[src/rtl/nd_2to1.sv]
// nd_2to1: two-input, one-output message merge node for the four-phase
// req/ack channel fabric. Messages from rcv0/rcv1 are forwarded one at a
// time, unmodified, on snd0.
//
// Build option: define ND_2TO1_RR_EN for round-robin arbitration on ties.
// Without it, channel 0 has fixed priority.
//
// Handshake contract (every channel, four-phase):
//   sender raises req with dat stable -> receiver raises ack ->
//   sender drops req -> receiver drops ack. A new req may be raised
//   only after the previous ack has fallen.
//
// o_dbg_state exposes the FSM state (0 IDLE, 1 FWD, 2 REL) for checkers.

`ifndef DATA_SIZE
`define DATA_SIZE 8
`endif

module nd_2to1 #(
    parameter int DSZ = `DATA_SIZE
) (
    input  logic           i_clk,
    input  logic           reset,
    input  logic           i_rcv0_req,
    input  logic [DSZ-1:0] i_rcv0_dat,
    output logic           o_rcv0_ack,
    input  logic           i_rcv1_req,
    input  logic [DSZ-1:0] i_rcv1_dat,
    output logic           o_rcv1_ack,
    output logic           o_snd0_req,
    output logic [DSZ-1:0] o_snd0_dat,
    input  logic           i_snd0_ack,
    output logic           o_last_src,
    output logic [1:0]     o_dbg_state
);

    typedef enum logic [1:0] {
        ST_IDLE = 2'd0,
        ST_FWD  = 2'd1,
        ST_REL  = 2'd2
    } state_t;

    state_t         state_q, state_d;
    logic           ack0_q, ack0_d;
    logic           ack1_q, ack1_d;
    logic           req_q, req_d;
    logic           last_q, last_d;
    logic [DSZ-1:0] dat_q, dat_d;

    logic any_req;
    logic pick;      // winning channel index when accepting in IDLE
    logic win_ack;   // ack currently held towards the accepted channel
    logic win_req;   // req of the accepted channel

    assign any_req = i_rcv0_req | i_rcv1_req;

`ifdef ND_2TO1_RR_EN
    // Ties go to the channel that was not served last; a lone request wins.
    assign pick = (i_rcv0_req & i_rcv1_req) ? ~last_q : ~i_rcv0_req;
`else
    // Fixed priority: channel 0 wins whenever it is requesting.
    assign pick = ~i_rcv0_req;
`endif

    // last_q doubles as the index of the in-flight message's source.
    assign win_ack = last_q ? ack1_q : ack0_q;
    assign win_req = last_q ? i_rcv1_req : i_rcv0_req;

    // Next-state logic: accept, forward, release; upstream release runs
    // independently of the downstream side in every non-IDLE state.
    always_comb begin
        state_d = state_q;
        ack0_d  = ack0_q;
        ack1_d  = ack1_q;
        req_d   = req_q;
        last_d  = last_q;
        dat_d   = dat_q;

        case (state_q)
            ST_IDLE: begin
                if (any_req) begin
                    dat_d   = pick ? i_rcv1_dat : i_rcv0_dat;
                    req_d   = 1'b1;
                    last_d  = pick;
                    if (pick) ack1_d = 1'b1;
                    else      ack0_d = 1'b1;
                    state_d = ST_FWD;
                end
            end
            ST_FWD: begin
                if (i_snd0_ack) begin
                    req_d   = 1'b0;
                    state_d = ST_REL;
                end
            end
            ST_REL: begin
                if (!i_snd0_ack && !win_ack) begin
                    state_d = ST_IDLE;
                end
            end
            default: begin
                state_d = ST_IDLE;
            end
        endcase

        if (state_q != ST_IDLE && win_ack && !win_req) begin
            if (last_q) ack1_d = 1'b0;
            else        ack0_d = 1'b0;
        end
    end

    // State registers; reset aborts any transfer and drops all req/ack.
    always_ff @(posedge i_clk) begin
        if (reset) begin
            state_q <= ST_IDLE;
            ack0_q  <= 1'b0;
            ack1_q  <= 1'b0;
            req_q   <= 1'b0;
            last_q  <= 1'b1;
            dat_q   <= '0;
        end else begin
            state_q <= state_d;
            ack0_q  <= ack0_d;
            ack1_q  <= ack1_d;
            req_q   <= req_d;
            last_q  <= last_d;
            dat_q   <= dat_d;
        end
    end

    assign o_rcv0_ack  = ack0_q;
    assign o_rcv1_ack  = ack1_q;
    assign o_snd0_req  = req_q;
    assign o_snd0_dat  = dat_q;
    assign o_last_src  = last_q;
    assign o_dbg_state = state_q;

endmodule

[config.mk]
export PLATFORM = sky130hd
export DESIGN_NAME = nd_2to1
export DESIGN_NICKNAME = d
export VERILOG_FILES = /design/src/rtl/nd_2to1.sv
export SDC_FILE = /design/constraint.sdc
export NUM_CORES = 1
export LEC_CHECK = 0
export CORE_UTILIZATION = 41
export DETAILED_ROUTE_END_ITERATION = 6
export PLACE_DENSITY = 0.83
export SLEW_MARGIN = 40
export SYNTH_ARGS = -nofsm -noshare
export SYNTH_HDL_FRONTEND = slang
export SYNTH_SLANG_ARGS = --single-unit
[constraint.sdc]
create_clock -name i_clk -period 2.36 [get_ports i_clk]
set_clock_uncertainty 0.05 [all_clocks]
set_input_delay 0.708 -clock i_clk [delete_from_list [all_inputs] [get_ports i_clk]]
set_output_delay 0.708 -clock i_clk [all_outputs]
set_load 0.05 [all_outputs]
==> flow_summary.yaml <==
run_status:
  status: "complete, no violations"
sta:
  min_period_over_period: 0.983
  period_needed_ps: 2320
  tightest_slew_ps: 785
  hold_ws_ps: 422
  timing.setup.tns_ps: 0
  drv_slew: 0
  hold_violations: 0
  setup_viol: 0
  fmax_mhz: 431
  slew_headroom: 0.475
  rsz0062_at_grt: "no"
yosys:
  yosys-top-cells-area: "dfxtp_1, a211oi_2, mux2i_1, a21oi_1, buf_6"
  ys_ff_latch: 14
  synth.distinct_cells: 20
  yosysSeqAreaShare: 0.414
  ys.flop_type: "dfxtp_1"
  synthTopCellsByCount: "dfxtp_1, a21oi_1, a211oi_2, mux2i_1, nand2_1"
  yosysTopAreaCell: "dfxtp_1"
  synth_edf_count: 0
  yosysMostFrequentCell: "dfxtp_1"
  syn_area_um2: 677
  synth-async-reset-ratio: 0
  avgSynthCellArea_um2: 9.95
  synth_fp_nets: 89
  ys_warn_count: 0
  syn_inst: 68
  yosysTopAreaCellShare: 0.414
global_routing:
  gr-usage-all-layers: 0.189
  grt_pass1_wl_mm: 2.50
  antenna_found_initial: 0
  gr-total-overflow: 0
  grt_max_degree: 15
  grt_pass1_vias: 563
routing:
  drt_wl_total_mm: 1.62
  dr.pass1.iters: 4
  drtAntennaViolNets: 0
  num_vias: 632
  routedWlPerCell_um: 13.7
  avgViaCountPerCell: 5.36
  first_iter_violations: 8
  drc_errors: 0
worst_setup_path:
  max_stage_delay_ps: 840
  r2r_slack_ps: 720
  r2r-start: "o_dbg_state[1]"
  cp_num_buf_inv: 1
  crit_fanout: 7
  worst_setup_path_start_kind: "flip-flop"
  crit_family: "buffers and inverters"
  ff2ff_path_depth: 3
  path_class: "flip-flop to output pin"
  r2r-end: "o_snd0_dat[4]"
  critPathRequiredTime_ps: 1600
  slowest_stage: "clkdlybuf4s50_1"
  setup.worst_path.start: "o_dbg_state[1]"
  crit_arrival_ps: 1560
  cp_cell_sequence: "clkdlybuf4s50_1"
  endpoint_kind: "output pin"
layout:
  drive_gt1_frac: 0.137
  fill_cells: 114
  multiInputGateArea_um2: 353
  nets: 124
  seqCellArea_um2: 280
  area_growth_pct: 54.3
  diodes: 0
clock_tree:
  clockBufferDepth: 2
  cts_tree: "built"
  cts_max_level: 1
  cts_buffers: 3
  post_cts_resize_count: 0
  cts.sinks: 14
  cts-root-buf: "clkbuf_4"
  clk_latency_ps: 290
  clk_pin_slew_worst_paths_ps: 90
  cts_hold_buf: 0
  cts_setup_buffers: 0
min_path:
  whs_endpoint: "o_snd0_req"
  hp-class: "flip-flop to flip-flop"
  hold_path_depth: 2
  hold_start: "o_snd0_req"
floorplanning:
  io_pins: 35
  core_um2: 1520
  die_w_um: 42.6
  fp-row-count: 14
  die_h_um: 42.6
  start_util: 0.444
  dieArea_um2: 1820
placement:
  io_buffers: 34
  place.gp.congestion: 0.726
  dpl.hpwl_mm: 1.18
pwr:
  power-per-cell-area_nw_per_um2: 704
  p_leak_nw: 0.406
  ir_drop_uv: 485
flow_run:
  maxCapViolations: 0
## how the worst max path moves through the flow
| stage | end | slack, ps | cells past startpoint |
|---|---|---|---|
| floorplan | o_snd0_dat[0] | 740 | 5 |
| global placement | o_snd0_dat[4] | 320 | 4 |
| detailed placement | o_snd0_dat[4] | 280 | 4 |
| CTS | o_dbg_state[1] | 30 | 1 |
| global route | o_dbg_state[1] | 4 | 1 |
| finish | o_dbg_state[1] | 40 | 1 |
## power breakdown
part | switching (W) | leakage [nW] | internal (W)
clock network | 0.0000831 | 0.0210 | 0.0000940
registers | 0.0000196 | 0.116 | 0.000263
logic | 0.000164 | 0.269 | 0.000112
total | 0.000266 | 0.406 | 0.000470
## final cells by class
cell class                 count  area share
multi-input combinational     47       0.338
timing repair buffer          35       0.333
sequential                    14       0.268
clock buffer                   4      0.0347
tap                           16      0.0192
inverter                       2     0.00719
## registers in the layout (all words and copies together) (netlist names)
signal	cells
o_snd0_dat	8
o_snd0_req	1
o_rcv1_ack	1
o_rcv0_ack	1
o_dbg_state	2
o_last_src	1
## cells by family (layout without fill, tap and decap cells)
kind of cell,count (synthesis),after routing,synth area share
buffers and inverters,7,41,0.0647
AO/OA/AOI/OAI,27,27,0.303
multiplexers,9,9,0.135
flip-flops,14,14,0.414
AND/OR/NAND/NOR,11,11,0.0832
## worst min-delay path: cells and delay by family, from the launching register on
family | cells | cell delay, ps
and+or+nand+nor | 1 | 50
AOI/OAI and AO/OA | 1 | 60
DFF | 1 | 320
## placed cells by master, fill, tap and decap left out, drive strengths merged
master | netlist | layout
clkdlybuf4s50 | 0 | 34
dfxtp | 14 | 14
a21oi | 12 | 12
a211oi | 9 | 9
mux2i | 8 | 8
nand2 | 4 | 4
clkbuf | 1 | 4
o21ai | 3 | 3
nor2 | 2 | 2
inv | 2 | 2
a21o | 2 | 2
or2 | 1 | 1
and2 | 1 | 1
or3 | 1 | 1
nand3b | 1 | 1
mux2 | 1 | 1
o211ai | 1 | 1
nor3 | 1 | 1
buf | 4 | 1
## per-stage QoR
step | instance area (um2) | total power, W | utilization | worst slack, ps | std cells
5_1_grt | 1040 | 0.000765 | 0.686 | 3.79 | 118
2_1_floorplan | 677 | 0.000470 | - | 744 | 68
4_1_cts | 1040 | 0.000741 | 0.686 | 26.6 | 118
3_3_place_gp | 1010 | 0.000561 | 0.662 | 315 | 114
3_5_place_dp | 1010 | 0.000564 | 0.662 | 284 | 114
6_report | 1040 | 0.000736 | 0.686 | 40.5 | 118
## metal layers
layer | vias to the layer above | routed length (um) | global-route usage
met5 | - | 0 | 0
met4 | 0 | 25 | 0.113
met3 | 4 | 117 | 0.0603
met2 | 26 | 750 | 0.303
met1 | 285 | 727 | 0.217
li1 | 317 | - | -
Power figures use the tool's default switching activity.
